### src/rtl/fifo_pkg.sv
// fifo_pkg: definitions shared by the dual-clock fifo and its read-side
// controller fifo_reader.
//   - status encodings driven on the fifo's status[2:0] output
//   - fifo_reader FSM state encoding
package fifo_pkg;

  // Fill-level codes reported by the fifo. Only the EMPTY/Q1 boundary matters
  // to the reader: it is the one transition the reader itself causes.
  localparam logic [2:0] ST_EMPTY    = 3'b000;
  localparam logic [2:0] ST_Q1       = 3'b001;
  localparam logic [2:0] ST_Q2       = 3'b010;
  localparam logic [2:0] ST_Q3       = 3'b011;
  localparam logic [2:0] ST_NEARFULL = 3'b100;
  localparam logic [2:0] ST_FULL     = 3'b101;

  // Reader FSM states.
  typedef enum logic [2:0] {
    S_IDLE   = 3'd0,  // waiting for en && nonempty
    S_POP    = 3'd1,  // pop strobe high for this one cycle
    S_SETTLE = 3'd2,  // fifo data_o settling; captured at the exiting edge
    S_HOLD   = 3'd3,  // word presented downstream, waiting for ready
    S_GUARD  = 3'd4   // pacing gap of g cycles before the next decision
  } rd_state_t;

endpackage

### src/rtl/sync2.sv
// sync2: plain two-flop synchronizer, applied bitwise, with asynchronous
// active-high reset. Only safe for buses where at most one bit changes per
// transition (or where the consumer tolerates a one-cycle skew between bits).
// Ports:
//   clk  in  destination clock
//   rst  in  async active-high reset, clears both stages
//   d    in  W-bit signal from another clock domain
//   q    out W-bit synchronized copy, two clk edges behind d
module sync2 #(
  parameter int W = 1
) (
  input  logic         clk,
  input  logic         rst,
  input  logic [W-1:0] d,
  output logic [W-1:0] q
);

  logic [W-1:0] meta;

  always_ff @(posedge clk or posedge rst) begin
    if (rst) begin
      meta <= '0;
      q    <= '0;
    end else begin
      meta <= d;
      q    <= meta;
    end
  end

endmodule

### src/rtl/fifo_reader.sv
// fifo_reader: read-side controller for the dual-clock fifo, running in the
// consumer clock domain. It synchronizes the fifo's fill status, pops one word
// at a time with a registered one-cycle strobe on f_clk_o, captures the popped
// word and offers it downstream.
//
// Downstream handshake: a word transfers on any clk edge where valid && ready.
// Once valid is high it stays high, with data_o unchanged, until that edge;
// ready may be held high permanently.
//
// Ports:
//   clk        in   consumer clock
//   rst        in   async active-high reset
//   en         in   allows new pops (sampled in IDLE only)
//   f_status   in   fifo status[2:0], asynchronous to clk
//   f_data     in   fifo data_o
//   f_clk_o    out  pop strobe to fifo clk_o, one clk period wide
//   data_o     out  captured word
//   valid      out  data_o holds an unconsumed word
//   ready      in   downstream accepts data_o
//   level      out  synchronized f_status
//   count      out  words handed downstream, wraps modulo 2^cw
//   dbg_state  out  current FSM state (rd_state_t encoding)
module fifo_reader
  import fifo_pkg::*;
#(
  parameter int n  = 8,
  parameter int g  = 0,
  parameter int cw = 16
) (
  input  logic          clk,
  input  logic          rst,
  input  logic          en,
  input  logic [2:0]    f_status,
  input  logic [n-1:0]  f_data,
  output logic          f_clk_o,
  output logic [n-1:0]  data_o,
  output logic          valid,
  input  logic          ready,
  output logic [2:0]    level,
  output logic [cw-1:0] count,
  output logic [2:0]    dbg_state
);

  localparam int GW = (g > 1) ? $clog2(g) : 1;

  rd_state_t     state_q, state_d;
  logic [GW-1:0] gcnt_q;
  logic          nonempty;
  logic          take;

  // Bitwise sync is adequate: the reader is the only party lowering the fill
  // level, so the 001->000 edge it depends on is a single-bit change.
  sync2 #(.W(3)) u_status_sync (
    .clk (clk),
    .rst (rst),
    .d   (f_status),
    .q   (level)
  );

  assign nonempty  = (level != ST_EMPTY);
  assign take      = (state_q == S_HOLD) && ready;
  assign dbg_state = state_q;

  // Next-state logic. The IDLE decision sees a level at least three edges
  // after the previous pop (POP, SETTLE, HOLD), so it already reflects it and
  // an empty fifo is never popped.
  always_comb begin
    state_d = state_q;
    unique case (state_q)
      S_IDLE:   if (en && nonempty) state_d = S_POP;
      S_POP:    state_d = S_SETTLE;
      S_SETTLE: state_d = S_HOLD;
      S_HOLD:   if (ready) state_d = (g > 0) ? S_GUARD : S_IDLE;
      S_GUARD:  if (gcnt_q == GW'(g - 1)) state_d = S_IDLE;
      default:  state_d = S_IDLE;
    endcase
  end

  always_ff @(posedge clk or posedge rst) begin
    if (rst) begin
      state_q <= S_IDLE;
      f_clk_o <= 1'b0;
      data_o  <= '0;
      valid   <= 1'b0;
      count   <= '0;
      gcnt_q  <= '0;
    end else begin
      state_q <= state_d;
      // Strobe is a flop decoded from the next state: glitch-free and high
      // for exactly the one cycle spent in POP.
      f_clk_o <= (state_d == S_POP);

      if (state_q == S_SETTLE) begin
        data_o <= f_data;
        valid  <= 1'b1;
      end

      if (take) begin
        valid <= 1'b0;
        count <= count + cw'(1);
      end

      // GUARD dwell counter; held at zero outside GUARD.
      if (state_q == S_GUARD) gcnt_q <= gcnt_q + GW'(1);
      else                    gcnt_q <= '0;
    end
  end

endmodule
### config.mk
export PLATFORM = sky130hd
export DESIGN_NAME = fifo_reader
export DESIGN_NICKNAME = d
export VERILOG_FILES = /design/src/rtl/fifo_pkg.sv /design/src/rtl/sync2.sv /design/src/rtl/fifo_reader.sv
export SDC_FILE = /design/constraint.sdc
export NUM_CORES = 1
export LEC_CHECK = 0
export ABC_AREA = 1
export BUFFER_PORTS_ARGS = -buffer_cell sky130_fd_sc_hd__buf_2
export CAP_MARGIN = 20
export CORE_MARGIN = 2
export CORE_UTILIZATION = 32
export DETAILED_ROUTE_END_ITERATION = 10
export PLACE_DENSITY = 0.56
export SLEW_MARGIN = 10
export SYNTH_ARGS = -nofsm -noshare
export SYNTH_HDL_FRONTEND = slang
export SYNTH_SLANG_ARGS = --single-unit
### constraint.sdc
create_clock -name clk -period 2.2 [get_ports clk]
set_input_delay 0.11 -clock clk [delete_from_list [all_inputs] [get_ports clk]]
set_output_delay 0.11 -clock clk [all_outputs]
set_load 0.005 [all_outputs]
# Word-level counts from Yosys, hierarchy flattened
# Index checks and enable logic that the tools add are counted.
# W data, S select, Z words.
# totals
reg_bits,36
input_bits,15
out_inout_bits,32
elab_cells,27
# op_classes
addsub,2
eq_ne,5
n_mux,7
n_reduce_logical,5
# ops
op,n
$add A16 B1 Y16 const B,1
$pmux W3 S5,1
$mux W3,3
$eq A3 B1 Y1 const B,2
$eq A3 B2 Y1 const B,2
$eq A3 B3 Y1 const B,1
$logic_not A3 Y1,1
$mux W1,3
$reduce_bool A3 Y1,1
$logic_and A1 B1 Y1,2
$reduce_bool A2 Y1,1
$add A1 B1 Y1 const B,1

# Longest topological paths before layout
# Gate-level depths: netlist of run 1.
# logic_depth
word_depth,5
depth_mapped,8
ltp_nobuf,8

# By module
# Synthesis of run 1 repeated with hierarchy kept, for this count alone.
# unflattened
cells_unflattened,159
area_unflattened_um2,1581.5
# by_module_without_submodules
mod,n_inst,cells_per_inst,area_each_um2,seq_area_each_um2
fifo_reader,1,152,1427.6,750.7
sync2,1,7,153.9,150.1

# Worst setup path after synthesis of run 1
# No wires, ideal clock.
# synth_timing
path_kind,reg-to-reg
startpoint,"register state_q[2], in the netlist dbg_state[2]"
endpoint,register data_o[0]
setup_time_ns,0.125
arrival_time_ns,1.222
t_required_ns,2.075
setup_slack_ns,0.853
stages_incl_launch_ff,6
period_less_slack_ns,1.347
path_cell_list,dfrtp_1 -> inv_2 -> nand2_1 -> or2_1 -> buf_6 -> mux2_4
# synth_via
elab_chain_cells,1
# synth_rtl
item,line_no,source
from (decl),fifo_reader.sv:46,"rd_state_t state_q, state_d;"
from (signal assigned),fifo_reader.sv:88,state_q <= state_d;
$eq A3 B2 Y1,fifo_reader.sv:93,if (state_q == S_SETTLE) begin
to (signal assigned),fifo_reader.sv:94,data_o <= f_data;
to (decl),fifo_reader.sv:36,"output logic [n-1:0] data_o,"
# No other way between the ends.
# A chain may end at the register's enable or synchronous reset.

# Worst setup path in the final report of run 1
# Same ends and word-level chain as after synthesis.

==> flow_summary.ini, run 1 <==
[sta]
relSlewSlack = 0.646
setup_violations = 0
min_period_over_period = 0.680
setup_slack_ns = 0.704
hold_ws_ns = 0.0486
grt_setup_unrepaired = false
fin_skew_ns = 0.00920
worst_pin_slew_ns = 0.531
finalHoldViolations = 0
finalSetupTns_ns = 0
report.final.slew_viol_count = 0
fmax_ghz = 0.668
min_period_ns = 1.50

[worst_hold_path]
hold_end = data_o[2]
hp-start = f_data[2]
hold_path_depth = 2
hold_class = in2reg

[global_route]
grtUsageTotal = 0.130
grt.overflow.total = 0
grt_pass1_vias = 1244
grt_first_pass_wirelength_mm = 5.51
met1_usage = 0.163
grt_use_met2 = 0.211
busiest_layer = met2
grt.met3_usage = 0.0509
antenna_found_initial = 0
grt_max_degree = 25

[floorplan]
rows = 25
die_x_um = 74.7
io_pins = 47
die_area_sq_mm = 0.00558
fp.coreArea_sq_mm = 0.00479
die_h_um = 74.7
initial_utilization = 0.334

[power]
vdd_drop_max_mv = 0.459
total_power_mw = 2.06
power.density_mw_per_mm2 = 1010
p_leak_nw = 1.04

[clocking]
cts_sinks = 36
tritoncts = done
cts-root-buf = clkbuf_8
clk_pin_slew_ns = 0.07
htreeDepth = 2
clk_path_buf_depth = 2
clk_latency_ns = 0.28
numCtsBuffers = 5

[layout]
nets = 233
final_area_sq_mm = 0.00204
instances_no_fill = 284
drive_gt1_frac = 0.323
antennaDiodeCount = 0
final_util = 0.426
syn_to_final_growth_pct = 27.4

[detailed_routing]
drt-total-wl_mm = 3.21
ant_nets = 0
dr.pass1.iters = 4
drtIter0Drc = 47
num_vias = 1260
avgRoutedWirePerCell_um = 11.3
drc = 0
routed_via_density = 4.44

[critical_path]
cpPeakStageDelay_ns = 0.42
startpoint = dbg_state[2]
crit_chain = inv_2 > nand2_1 > or2_1 > mux2_4
crit_path_max_fanout = 10
r2r-end = data_o[0]
end_kind = register
crit_required_ns = 2.37
r2r_start = dbg_state[2]
worst_path_max_delay_cell = dfrtp_1
worst-setup-path-type = reg2reg
ff2ff_path_depth = 4
cp-start-kind = register
rrSetupSlack_ns = 0.70
crit_arrival_ns = 1.67

[yosys]
synth_warnings = 0
yosysSeqAreaShare = 0.563
ys_ff_latch = 36
synth_area_leader_cell = dfrtp_1
yosysUniqueCellTypes = 21
postSynthCellCount = 159
synth_commonest_cells = nand2_1 (48), dfrtp_1 (36), nor2_1 (16), inv_1 (11)
syn-num-nets = 175
synth_edf_count = 0
synth_top_area_frac = 0.563
syn_area_sq_mm = 0.00160
synthTopCellsByArea = dfrtp_1 (56%), nand2_1 (11%), mux2_4 (7.5%)
yosysMostFrequentCell = nand2_1
avgSynthCellArea_sq_um = 10.1
ys.flop_type = dfrtp_1
async_flop_share = 1.00

[placement]
dpl_cell_area_sq_mm = 0.00192
dp.cells = 273
place_ws_ns = 0.686
dp_hpwl_mm = 2.42
gp_congestion = 0.792
portBuffers = 46

[outcome]
status = finished clean

[job]
drv_cap = 0
==> layout by cell type (no fill, tap or decap) <==
cell type,count
inv_2,1
nand2_4,2
dfrtp_1,36
or2_1,1
inv_1,11
xor2_1,3
buf_2,46
dlygate4sd3_1,4
nor4_1,2
nand4_1,8
o221ai_1,1
nor2_1,16
nand3_2,1
nor3_1,2
ha_1,1
clkinvlp_4,1
nand3_1,4
clkbuf_8,5
mux2_4,8
buf_4,2
nand2_1,48
nand3b_1,2
o21ai_0,4
clkinv_2,1
nor2_4,3
xnor2_1,4
==> sequential cells by signal (all words and copies together), names as in the netlist <==
register            cells
valid                   1
gcnt_q                  1
count                  16
u_status_sync.q         3
dbg_state               3
u_status_sync.meta      3
f_clk_o                 1
data_o                  8
==> worst max-delay path, delay by kind of cell (launching register included) <==
family                 cells  cell delay (ns)
muxes                      1             0.37
and+or+nand+nor            2             0.48
DFF                        1             0.42
buffers and inverters      1             0.11
==> how the worst max path moves through the flow <==
stage | slack, ns | depth (start not counted) | end
after floorplan | 0.85 | 5 | data_o[0]
after global placement | 0.71 | 4 | data_o[7]
after detailed placement | 0.69 | 4 | data_o[6]
after CTS | 0.68 | 4 | data_o[0]
after global routing | 0.56 | 6 | count[8]
final | 0.70 | 4 | data_o[0]
==> layer usage <==
| metal | vias up | part of all wire | routed length (um) |
|---|---|---|---|
| li1 | 628 | - | - |
| met5 | - | 0 | 0 |
| met3 | 5 | 0.072 | 231 |
| met4 | 0 | 0.0066 | 21 |
| met1 | 586 | 0.46 | 1460 |
| met2 | 41 | 0.46 | 1490 |
==> cell families (layout without fill, tap and decap cells) <==
family,count (synthesis),after routing,share of synthesized area
AOI/OAI and AO/OA,5,5,0.0180
muxes,8,8,0.0751
DFF,36,36,0.563
and+or+nand+nor,89,89,0.263
adders and majority gates,1,1,0.00782
xor gates and xnor gates,7,7,0.0383
buffers and inverters,13,71,0.0352
==> what timing repair did <==
| action | 4_1_cts | 5_1_grt |
|---|---|---|
| hold buffers | 4 | 0 |
| setup buffers | 0 | 0 |
| gates resized for setup | 0 | 0 |
| setup endpoints to repair | 0 | 0 |
| hold endpoints to repair | 15 | 0 |
==> power by group <==
group | internal (mW) | switching [mW] | total (mW)
clock | 0.214 | 0.226 | 0.440
combinational | 0.362 | 0.281 | 0.643
sequential | 0.829 | 0.149 | 0.978
total | 1.41 | 0.656 | 2.06
==> layout make-up <==
class                      instances  area (sq um)
clock buffer                       5          68.8
clock inverter                     2          12.5
fill                             489          2750
inverter                          12          45.0
multi-input combinational        110           643
sequential                        36           901
tap                               67          83.8
timing repair buffer              52           285
(Power assumes the default switching activity.)
==> run 2, diff against run 1 <==
==> constraint.sdc (replaced) <==
create_clock -name clk -period 1.5 [get_ports clk]
set_input_delay 0.075 -clock clk [delete_from_list [all_inputs] [get_ports clk]]
set_output_delay 0.075 -clock clk [all_outputs]
set_load 0.005 [all_outputs]
==> run 2 against run 1 <==
Against the previous run:
- critical path type unchanged
- fmax is 5.5% higher
- via count up 0.87%
- highest routed layer unchanged
- combinational power rose by 63%
- cell area is 4.5% higher
==> flow_summary.ini, run 2 (synthesis results as in run 1) <==
[global_route]
grt_pass1_vias = 1335
grtUsageTotal = 0.135
grt_first_pass_wirelength_mm = 5.68
grt_max_degree = 37
grt.overflow.total = 0
antenna_found_initial = 0

[outcome]
status = finished clean

[floorplan]
die_area_sq_mm = 0.00558
initial_utilization = 0.334
die_h_um = 74.7
rows = 25
io_pins = 47
fp.coreArea_sq_mm = 0.00479
die_x_um = 74.7

[clocking]
cts-root-buf = clkbuf_8
clk_path_buf_depth = 2
numCtsBuffers = 5
cts_sinks = 36
clk_latency_ns = 0.28
clk_pin_slew_ns = 0.07
htreeDepth = 2
tritoncts = done

[sta]
fin_skew_ns = 0.00291
report.final.slew_viol_count = 0
finalSetupTns_ns = 0
min_period_over_period = 0.946
fmax_ghz = 0.705
finalHoldViolations = 0
min_period_ns = 1.42
setup_violations = 0
relSlewSlack = 0.641
worst_pin_slew_ns = 0.538

[detailed_routing]
routed_via_density = 4.35
avgRoutedWirePerCell_um = 11.5
drc = 0
ant_nets = 0
dr.pass1.iters = 4
drtIter0Drc = 30
drt-total-wl_mm = 3.36
num_vias = 1271

[layout]
nets = 240
syn_to_final_growth_pct = 33.2
final_cell_mix = nand2_1 (48), buf_2 (46), dfrtp_1 (36), nor2_1 (15), inv_1 (11)
antennaDiodeCount = 0
top_regs = count x16, data_o x8
final_area_sq_mm = 0.00213
layout_commonest_cell = nand2_1
largest_reg_flops = 16
drive_gt1_frac = 0.347
regMostFlops = count

[power]
sequentialPowerShare = 0.430
p_sw_frac = 0.307
power.density_mw_per_mm2 = 1550
power_switching_mw = 1.02
p_leak_nw = 1.09
p_int_mw = 2.30
total_power_mw = 3.32
vdd_drop_max_mv = 0.936
pwr-share-clk = 0.254
power_frac_comb = 0.316

[critical_path]
crit_family = simple AND/OR/NAND/NOR gates
crit_arrival_ns = 1.59
rrSetupSlack_ns = 0.08
cpPeakStageDelay_ns = 0.45
cp-start-kind = register
cp_num_buf_inv = 0
worst_path_max_delay_cell = or2_1
crit_required_ns = 1.67
crit_path_max_fanout = 10
end_kind = register
crit_chain = nand2_1 > or2_1 > mux2_4
worst-setup-path-type = reg2reg

[placement]
portBuffers = 46
gp_congestion = 0.825
dp_hpwl_mm = 2.45
dpl_cell_area_sq_mm = 0.00195

[job]
drv_cap = 0

[worst_hold_path]
hold_class = in2reg
==> run 2: through the flow <==
stage          hold slack (ns)   util  std cells  worst slack, ns
2_1_floorplan            0.106      -        159            0.153
3_3_place_gp             0.183  0.407        277           0.0554
3_5_place_dp             0.184  0.407        277           0.0463
4_1_cts                0.00181  0.441        290           0.0295
5_1_grt                0.00869  0.445        292         -0.00794
6_report                0.0185  0.445        292           0.0813
==> run 2: layout make-up <==
| class | instances | area, sq um |
|---|---|---|
| inverters | 12 | 45.0 |
| fillers | 502 | 2650 |
| well taps | 67 | 83.8 |
| flip-flops and latches | 36 | 901 |
| multi-input cells | 110 | 651 |
| repair buffers | 59 | 340 |
| clock inverters | 3 | 42.5 |
| clock buffers | 5 | 68.8 |
==> run 2: power groups by stage <==
stage	registers, mW	clock network (mW)	logic, mW
finish	1.42	0.842	1.05
global route	1.48	0.918	1.17
CTS	1.43	0.883	1.03
detailed placement	1.44	0	1.02
global placement	1.44	0	0.997
floorplan	1.45	0	0.608
==> run 2: final timing paths <==
path                                             from                  to  cells after the start
worst max-delay path                     dbg_state[1]           data_o[2]                      3
worst min-delay path                        f_data[7]           data_o[7]                      2
worst max register to register           dbg_state[1]           data_o[2]                      3
worst min register to register  u_status_sync.meta[2]  u_status_sync.q[2]                      0
max in group asynchronous                         rst            count[0]                      4
min in group asynchronous                         rst           count[14]                      4
==> run 2: what timing repair did <==
item | in CTS | in global routing
resized for setup | 0 | 2
setup endpoints to repair | 0 | 7
hold buffers | 5 | 0
buffers inserted | 0 | 2
hold endpoints to repair | 40 | 0
==> run 2: routing by layer <==
metal	routed length, um	vias up	GRT usage
met1	1520	581	0.161
met4	56	0	0.0556
met3	223	7	0.0482
met5	0	-	0
li1	-	642	-
met2	1560	41	0.223
==> run 3, diff against run 2 <==
--- a/config.mk
+++ b/config.mk
@@ -15,4 +15,5 @@
 export SLEW_MARGIN = 10
 export SYNTH_ARGS = -nofsm -noshare
 export SYNTH_HDL_FRONTEND = slang
+export SYNTH_HIERARCHICAL = 1
 export SYNTH_SLANG_ARGS = --single-unit
==> run 3 against run 2 <==
Against the previous run:
- synthesized cell count unchanged
- clock power decreased by 12%
- sequential cell count unchanged
- total power decreased by 8.6%
- combinational power decreased by 12%
- first-iteration DRC count increased by 77%
- sequential share of layout area increased by 1.1 points
- critical path depth increased by 4
- global-route usage decreased by 0.32 points
- sequential power decreased by 4%
- die area decreased by 1.1%
- register-to-register slack improved by 0.06 ns
==> flow_summary.ini, run 3 <==
[global_route]
grt_first_pass_wirelength_mm = 5.41
grtUsageTotal = 0.132
grt.overflow.total = 0
grt_pass1_vias = 1204
grt_max_degree = 31
antenna_found_initial = 0

[yosys]
synth_top_area_frac = 0.570
ys_ff_latch = 36
avgSynthCellArea_sq_um = 9.95
synth_area_leader_cell = dfrtp_1
postSynthCellCount = 159
yosysMostFrequentCell = nand2_1
synth_commonest_cells = nand2_1 (40), dfrtp_1 (36), inv_1 (18), nor2_1 (18), mux2_2 (8)
synth_warnings = 6
yosysSeqAreaShare = 0.570
syn-num-nets = 175
synth_edf_count = 0
synthTopCellsByArea = dfrtp_1 (57%), nand2_1 (9.5%), mux2_2 (5.7%)
ys.flop_type = dfrtp_1
async_flop_share = 1.00
syn_area_sq_mm = 0.00158
yosysUniqueCellTypes = 22

[critical_path]
worst-setup-path-type = reg2reg
cpPeakStageDelay_ns = 0.40
crit_family = simple AND/OR/NAND/NOR gates
end_kind = register
crit_arrival_ns = 1.54
crit_path_max_fanout = 10
cp_num_buf_inv = 2
cp-start-kind = register
crit_required_ns = 1.68
worst_path_max_delay_cell = dfrtp_1
crit_chain = inv_2 > nand2_2 > nor2_4 > buf_4 > nand3_4 > nor3_1 > nor2_1

[sta]
report.final.slew_viol_count = 0
setup_violations = 0
finalHoldViolations = 0
relSlewSlack = 0.738
hold_ws_ns = 0.0198
fmax_ghz = 0.735
setup_slack_ns = 0.140
min_period_over_period = 0.907
finalSetupTns_ns = 0
grt_setup_unrepaired = false
min_period_ns = 1.36
worst_pin_slew_ns = 0.393
fin_skew_ns = 0.00661

[layout]
largest_reg_flops = 16
antennaDiodeCount = 0
fillers = 465
drive_gt1_frac = 0.359
final_cell_mix = buf_2 (46), nand2_1 (40), dfrtp_1 (36), inv_1 (18), nor2_1 (18)
syn_to_final_growth_pct = 31.5
regMostFlops = count
nets = 239
layout_commonest_cell = buf_2
final_util = 0.437
top_regs = count x16, data_o x8

[worst_hold_path]
hold_class = in2reg

[detailed_routing]
avgRoutedWirePerCell_um = 11.0
num_vias = 1229
dr.pass1.iters = 4
drtIter0Drc = 53
routed_via_density = 4.24
ant_nets = 0
drt-total-wl_mm = 3.19
drc = 0

[placement]
dp_hpwl_mm = 2.28
gp_congestion = 0.721
place_ws_ns = 0.101
portBuffers = 46

[floorplan]
initial_utilization = 0.333
rows = 25
die_h_um = 74.3
io_pins = 47
die_area_sq_mm = 0.00552
fp.coreArea_sq_mm = 0.00475
die_x_um = 74.3

[outcome]
status = finished clean

[clocking]
cts_sinks = 36
clk_path_buf_depth = 2
clk_latency_ns = 0.29
numCtsBuffers = 5
htreeDepth = 2
cts-root-buf = clkbuf_8
tritoncts = done
clk_pin_slew_ns = 0.07

[power]
p_leak_nw = 1.08
total_power_mw = 3.03
vdd_drop_max_mv = 0.759
power.density_mw_per_mm2 = 1460

[job]
drv_cap = 0
## run 3: cell count changes after synthesis, moves of 4 or more
cell / previous run / this run
o21ai_0: 4 / 0
nand4_1: 8 / 2
mux2_4: 8 / 0
nand2_1: 48 / 40
inv_1: 11 / 18
mux2_2: 0 / 8
## run 3: what timing repair did
action	4_1_cts	5_1_grt
hold buffers	4	0
setup endpoints to repair	0	4
resized for setup	0	1
setup buffers	0	6
endpoints found under the hold margin	39	0
## run 3: cell type report
class | count | area [sq um] | share of cell area
repair buffers | 58 | 330 | 0.159
multi-input cells | 103 | 597 | 0.287
clock buffers | 7 | 96.3 | 0.0463
well taps | 67 | 83.8 | 0.0403
flip-flops and latches | 36 | 901 | 0.433
inverters | 19 | 71.3 | 0.0343
## run 3: kinds of logic after synthesis
kind of cell	Yosys count	synth area share
flip-flops	36	0.570
adder cells (fa/ha/maj)	1	0.00791
multiplexers	8	0.0570
buffers and inverters	20	0.0546
AND/OR/NAND/NOR	82	0.247
AO/OA/AOI/OAI	3	0.0142
XOR/XNOR	9	0.0498
## run 3: worst paths after layout
kind	to	startpoint	slack [ns]	cells after the start
worst max register to register	count[15]	dbg_state[2]	0.14	7
worst min register to register	u_status_sync/q[1]	u_status_sync/meta[1]	0.35	0
worst max-delay path	count[15]	dbg_state[2]	0.14	7
worst min-delay path	data_o[3]	f_data[3]	0.02	2
max in group asynchronous	count[5]	rst	0.79	4
min in group asynchronous	u_status_sync/q[0]	rst	0.26	3
## run 3: per-layer routing
metal / track usage / part of all wire / vias up
li1: - / - / 625
met1: 0.166 / 0.47 / 558
met2: 0.208 / 0.46 / 39
met5: 0 / 0 / -
met3: 0.0434 / 0.056 / 7
met4: 0.0595 / 0.019 / 0
## run 3: through the flow
| stage | area [sq um] | instances |
|---|---|---|
| after CTS | 2030 | 284 |
| after global placement | 1900 | 273 |
| after global routing | 2080 | 290 |
| final | 2080 | 290 |
| after detailed placement | 1900 | 273 |
| after floorplan | 1580 | 159 |
## run 3: power breakdown
| part | internal [mW] | total [mW] | switching (mW) |
|---|---|---|---|
| Clock | 0.409 | 0.741 | 0.332 |
| Sequential | 1.20 | 1.37 | 0.163 |
| Combinational | 0.497 | 0.925 | 0.428 |
## run 3: worst reg2reg max path: stages (launching register included)
cell and delay (ns):
dfrtp_1 0.40, inv_2 0.10, nand2_2 0.07, nor2_4 0.25
buf_4 0.18, nand3_4 0.06, nor3_1 0.14, nor2_1 0.06
